===== src/rtl/fetch_stage.sv =====
// fetch_stage
// Instruction-fetch front end. Issues sequential, word-aligned fetch requests,
// tracks each request's PC in a small in-flight FIFO, pairs returning words with
// their PCs in an output FIFO, and presents the head entry to decode through a
// valid/stall handshake. A redirect flushes everything and restarts at a new PC.
//
// Ports
//   clk, rst          clock; synchronous active-low reset
//   imem_req_valid    fetch request valid (out)
//   imem_req_ready    memory accepts the request this cycle (in)
//   imem_req_addr     word-aligned fetch address (out)
//   imem_rsp_valid    response valid, returned in request order (in)
//   imem_rsp_data     instruction word of the response (in)
//   redirect_valid    flush and restart fetch at redirect_pc (in)
//   redirect_pc       restart PC, low two bits ignored (in)
//   out_valid         (out_pc, out_instr) valid toward decode (out)
//   out_pc, out_instr PC and word of the presented instruction (out)
//   stall             decode cannot accept this cycle (in)
module fetch_stage #(
  parameter logic [31:0] RESET_PC  = 32'h0000_0000,
  parameter int          BUF_DEPTH = 2
) (
  input  logic        clk,
  input  logic        rst,
  output logic        imem_req_valid,
  input  logic        imem_req_ready,
  output logic [31:0] imem_req_addr,
  input  logic        imem_rsp_valid,
  input  logic [31:0] imem_rsp_data,
  input  logic        redirect_valid,
  input  logic [31:0] redirect_pc,
  output logic        out_valid,
  output logic [31:0] out_pc,
  output logic [31:0] out_instr,
  input  logic        stall
);

  localparam int          AW      = $clog2(BUF_DEPTH);
  localparam int          CW      = AW + 1;
  localparam logic [CW:0] DEPTH_W = (CW + 1)'(BUF_DEPTH);

  logic [31:0]   pc_q;
  logic [CW-1:0] outstanding;
  logic [CW-1:0] drop_cnt;
  logic [CW-1:0] fifo_count;

  logic [AW-1:0] pq_rd;
  logic [AW-1:0] pq_wr;
  logic [31:0]   pq_pc [BUF_DEPTH];

  logic [AW-1:0] of_rd;
  logic [AW-1:0] of_wr;
  logic [31:0]   of_pc    [BUF_DEPTH];
  logic [31:0]   of_instr [BUF_DEPTH];

  logic [CW:0]   credits_used;
  logic          accept;
  logic          dropping;
  logic          push;
  logic          pop;
  logic          unused_redirect_bits;

  // The low PC bits of a redirect are forced to zero, so they are never read.
  assign unused_redirect_bits = ^redirect_pc[1:0];

  assign imem_req_addr = pc_q;
  assign out_valid     = (fifo_count != '0);
  assign out_pc        = of_pc[of_rd];
  assign out_instr     = of_instr[of_rd];

  // Credit check counts both in-flight requests and buffered words, so every
  // response is guaranteed a free output slot. Requests pause in a redirect
  // cycle and while reset is held.
  always_comb begin
    credits_used   = {1'b0, outstanding} + {1'b0, fifo_count};
    imem_req_valid = rst && (credits_used < DEPTH_W) && !redirect_valid;
    accept         = imem_req_valid && imem_req_ready;
    dropping       = (drop_cnt != '0);
    push           = imem_rsp_valid && !dropping && !redirect_valid;
    pop            = out_valid && !stall && !redirect_valid;
  end

  // Fetch PC: advances on each accepted request, jumps on redirect.
  always_ff @(posedge clk) begin
    if (!rst) begin
      pc_q <= RESET_PC;
    end else if (redirect_valid) begin
      pc_q <= {redirect_pc[31:2], 2'b00};
    end else if (accept) begin
      pc_q <= pc_q + 32'd4;
    end
  end

  // Outstanding counts every request still owed a response, including those
  // already marked for dropping. A redirect therefore condemns exactly the
  // outstanding responses minus one consumed in the redirect cycle; any earlier
  // drop residual is already contained in that count.
  always_ff @(posedge clk) begin
    if (!rst) begin
      outstanding <= '0;
      drop_cnt    <= '0;
    end else begin
      outstanding <= outstanding + CW'(accept) - CW'(imem_rsp_valid);
      if (redirect_valid) begin
        drop_cnt <= outstanding - CW'(imem_rsp_valid);
      end else if (imem_rsp_valid && dropping) begin
        drop_cnt <= drop_cnt - CW'(1);
      end
    end
  end

  // PC FIFO: remembers the address of each live request until its word returns.
  always_ff @(posedge clk) begin
    if (!rst) begin
      pq_rd <= '0;
      pq_wr <= '0;
    end else if (redirect_valid) begin
      pq_rd <= '0;
      pq_wr <= '0;
    end else begin
      if (accept) begin
        pq_pc[pq_wr] <= pc_q;
        pq_wr        <= pq_wr + AW'(1);
      end
      if (push) begin
        pq_rd <= pq_rd + AW'(1);
      end
    end
  end

  // Output FIFO: registered, so a word pushed at an edge is presented only
  // after that edge, even when the FIFO was empty.
  always_ff @(posedge clk) begin
    if (!rst) begin
      of_rd      <= '0;
      of_wr      <= '0;
      fifo_count <= '0;
      for (int i = 0; i < BUF_DEPTH; i++) begin
        of_pc[i]    <= '0;
        of_instr[i] <= '0;
      end
    end else if (redirect_valid) begin
      of_rd      <= '0;
      of_wr      <= '0;
      fifo_count <= '0;
    end else begin
      if (push) begin
        of_pc[of_wr]    <= pq_pc[pq_rd];
        of_instr[of_wr] <= imem_rsp_data;
        of_wr           <= of_wr + AW'(1);
      end
      if (pop) begin
        of_rd <= of_rd + AW'(1);
      end
      fifo_count <= fifo_count + CW'(push) - CW'(pop);
    end
  end

  // Occupancy sanity: neither count may ever exceed the buffer depth.
  always @(posedge clk) begin
    if (rst) begin
      assert (outstanding <= CW'(BUF_DEPTH));
      assert (fifo_count <= CW'(BUF_DEPTH));
    end
  end

endmodule


===== config.mk =====
export PLATFORM = sky130hd
export DESIGN_NAME = fetch_stage
export DESIGN_NICKNAME = d
export VERILOG_FILES = /design/src/rtl/fetch_stage.sv
export SDC_FILE = /design/constraint.sdc
export NUM_CORES = 1
export LEC_CHECK = 0
export CAP_MARGIN = 20
export CORE_MARGIN = 2
export CORE_UTILIZATION = 50
export DETAILED_ROUTE_END_ITERATION = 10
export PLACE_DENSITY_LB_ADDON = 0.2
export SLEW_MARGIN = 20
export SYNTH_ARGS = -nofsm -noshare
export SYNTH_HDL_FRONTEND = slang
export SYNTH_SLANG_ARGS = --single-unit

===== constraint.sdc =====
create_clock -name clk -period 7.7 [get_ports clk]
set_clock_uncertainty 0.1 [all_clocks]
set_input_delay 1.54 -clock clk [delete_from_list [all_inputs] [get_ports clk]]
set_output_delay 1.54 -clock clk [all_outputs]
set_load 0.01 [all_outputs]

==> flow_metrics.py <==
metrics = {
    "pwr": {
        "pwr-share-seq": 0.482,
        "combPwrFrac": 0.100,
        "peakVddDrop_v": 0.000146,
        "switchingPower_mw": 0.632,
        "p_sw_frac": 0.212,
        "p_total_mw": 2.98,
        "clockPowerShare": 0.418,
        "p_leak_nw": 4.41,
        "power_density_nw_per_um2": 238,
        "p_int_mw": 2.35,
    },
    "timing": {
        "rsz0062_at_grt": "false",
        "fmax_mhz": 187,
        "setup_ws_ns": 2.35,
        "finalWorstPathRequiredPeriod_ns": 5.35,
        "slew_viol_final": 0,
        "tns_ns": 0,
        "tightestPinTransition_ns": 0.992,
        "relSlewSlack": 0.338,
        "finalCritPeriodShare": 0.694,
        "finalSetupViolCount": 0,
        "final_hold_viol_count": 0,
    },
    "synthesis": {
        "netlist_area_um2": 9750,
        "synth_cells": 735,
        "post_synth_num_cell_types": 55,
        "ys_ff_latch": 226,
        "async_flop_share": 0,
        "syn_avg_cell_area_um2": 13.3,
        "synth_edf_count": 184,
        "synth_ff_type": "edfxtp_1",
        "seq_area_frac_synth": 0.653,
        "ys_warn_count": 0,
    },
    "place": {
        "pre_cts_ws_ns": 2.41,
        "place_congestion": 0.856,
        "detailed_place_hpwl_um": 13800,
        "dp.cells": 1132,
        "io_buffers": 161,
    },
    "worst_setup_path": {
        "worstRegToRegCells": 7,
        "crit_fanout": 28,
        "cp_top_family": "buffers and inverters",
        "cp.depth": 5,
        "crit_slowest_cell": "clkdlybuf4s50_1",
        "cp_cell_sequence": "clkdlybuf4s50_1 > buf_4 > nand2b_1 > nor3_1 > clkdlybuf4s50_1",
        "worst_ep_arrival_time_ns": 3.71,
        "critPathMostFrequentCell": "clkdlybuf4s50_1",
        "r2r_slack_ns": 4.62,
        "reg2reg_to": "pq_pc[0][17]",
        "reg2reg_from": "fifo_count[0]",
        "crit_required_ns": 6.06,
        "worst-path-buf-inv": 3,
        "critical-path-max-stage-delay_ns": 0.60,
        "path_class": "input pin to output pin",
        "critPathLaunchType": "input pin",
        "critPathCaptureType": "output pin",
    },
    "clock_tree": {
        "clockBufferDepth": 3,
        "cts_setup_buffers": 0,
        "cts_num_sinks": 226,
        "post_cts_resized": 0,
        "clk_pin_slew_ns": 0.06,
        "htree_levels": 1,
        "numCtsBuffers": 23,
        "clock_latency_ns": 0.50,
        "cts_root_buffer": "clkbuf_16",
        "cts_tree": "done",
        "cts_hold_buf": 0,
    },
    "floorplan": {
        "num_rows": 51,
        "die_h_um": 144,
        "num_io_pins": 168,
        "core_area_um2": 19300,
        "die_area_um2": 20600,
        "die_x_um": 144,
        "initial_core_util": 0.506,
    },
    "grt": {
        "grt_overflow_total": 0,
        "grt_use_total": 0.204,
        "grt_pass1_vias": 6389,
        "grt_max_degree": 63,
        "antenna_found_initial": 0,
        "grt_pass1_wl_um": 32900,
    },
    "cells_and_area": {
        "drive_gt1_frac": 0.141,
        "area_growth_syn_to_layout_pct": 28.3,
        "final_cell_mix": "edfxtp_1 (184), clkdlybuf4s50_1 (161), nor2_1 (83)",
        "nets": 970,
        "utilization": 0.649,
        "layout_commonest_cell": "edfxtp_1",
        "diodes": 0,
        "stdcell_count": 1173,
        "fillers": 1420,
    },
    "route": {
        "drtIter0Drc": 270,
        "wirelength_um": 21300,
        "via_per_inst": 5.42,
        "ant_nets": 0,
        "avgRoutedWirePerCell_um": 18.2,
        "first_pass_iters": 4,
        "drc": 0,
        "num_vias": 6353,
    },
    "flow_run": {
        "drv_cap": 0,
    },
    "status": {
        "status": "finished clean",
    },
    "worst_hold_path": {
        "min_path_type": "flip-flop to flip-flop",
        "holdPathStages": 2,
        "hold_start": "pq_rd",
    },
}
synth_stat cells, drive strengths merged (7+ instances only):
cell | instances | share of area
mux2 | 62 | 0.072
o21ai | 18 | 0.0092
clkbuf | 35 | 0.014
dfxtp | 42 | 0.086
buf | 10 | 0.0056
and2 | 67 | 0.043
nand2 | 24 | 0.0092
and4 | 7 | 0.0063
nand3 | 12 | 0.0062
or4 | 8 | 0.0062
edfxtp | 184 | 0.57
nor3 | 12 | 0.0062
nor4 | 8 | 0.0058
nor2 | 84 | 0.032
a211oi | 9 | 0.0069
ha | 7 | 0.0090
nand4 | 10 | 0.0071
inv | 15 | 0.0058
mux2i | 32 | 0.033
xnor2 | 14 | 0.013
a31oi | 8 | 0.0051
cell type report:
cell class	count	area (um^2)	share of cell area
Tap cell	265	332	0.0265
Inverter	15	56.3	0.00450
Multi-Input combinational cell	452	3200	0.255
Timing Repair Buffer	174	1710	0.137
Sequential cell	226	6370	0.509
Clock buffer	27	611	0.0488
Clock inverter	14	244	0.0195
per-layer routing:
layer	global-route usage	vias to the layer above	wire length (um)
li1	-	3017	-
met1	0.275	3073	9400
met3	0.0337	50	1260
met2	0.341	213	10100
met4	0.0671	0	544
met5	0	-	0
power by group through the flow:
stage | registers [mW] | logic (mW) | clock network [mW]
floorplan | 1.45 | 0.147 | 0
global route | 1.44 | 0.322 | 1.31
global placement | 1.46 | 0.291 | 0
finish | 1.44 | 0.297 | 1.24
CTS | 1.44 | 0.300 | 1.26
detailed placement | 1.46 | 0.297 | 0
flip-flops by register name, summed over array words and instances (netlist names), named ones only:
signal	count
of_instr	64
of_pc	60
pq_pc	60
imem_req_addr	30
drop_cnt	2
fifo_count	2
outstanding	2
of_rd	1
of_wr	1
pq_rd	1
pq_wr	1
worst reg2reg max path: stages, from the launching register on:
cell and delay [ns]:
dfxtp_1 0.32, and2_1 0.17, fa_1 0.49, or3b_1 0.62, nor2_1 0.34, inv_2 0.17
nor2_2 0.11, buf_4 0.40
cells by family after synthesis:
group	share of synthesized area
muxes	0.104
xor gates and xnor gates	0.0171
adders and majority gates	0.0110
AOI/OAI and AO/OA	0.0476
buffers and inverters	0.0250
DFF	0.653
other	0.000385
and+or+nand+nor	0.142
per-stage QoR:
step | hold WS [ns] | cell area (um^2)
5_1_grt | 0.428 | 12500
6_report | 0.390 | 12500
4_1_cts | 0.396 | 12500
2_1_floorplan | 0.372 | 9760
3_3_place_gp | 0.387 | 11600
3_5_place_dp | 0.386 | 11700
worst max path at each step:
stage / start / slack (ns) / to
finish: rst / 2.35 / imem_req_valid
global route: rst / 2.23 / imem_req_valid
CTS: rst / 2.40 / imem_req_valid
detailed placement: rst / 2.41 / imem_req_valid
global placement: rst / 2.46 / imem_req_valid
floorplan: redirect_valid / 0.63 / of_instr[0][0]
No activity file was read; power rests on OpenSTA's default activity.
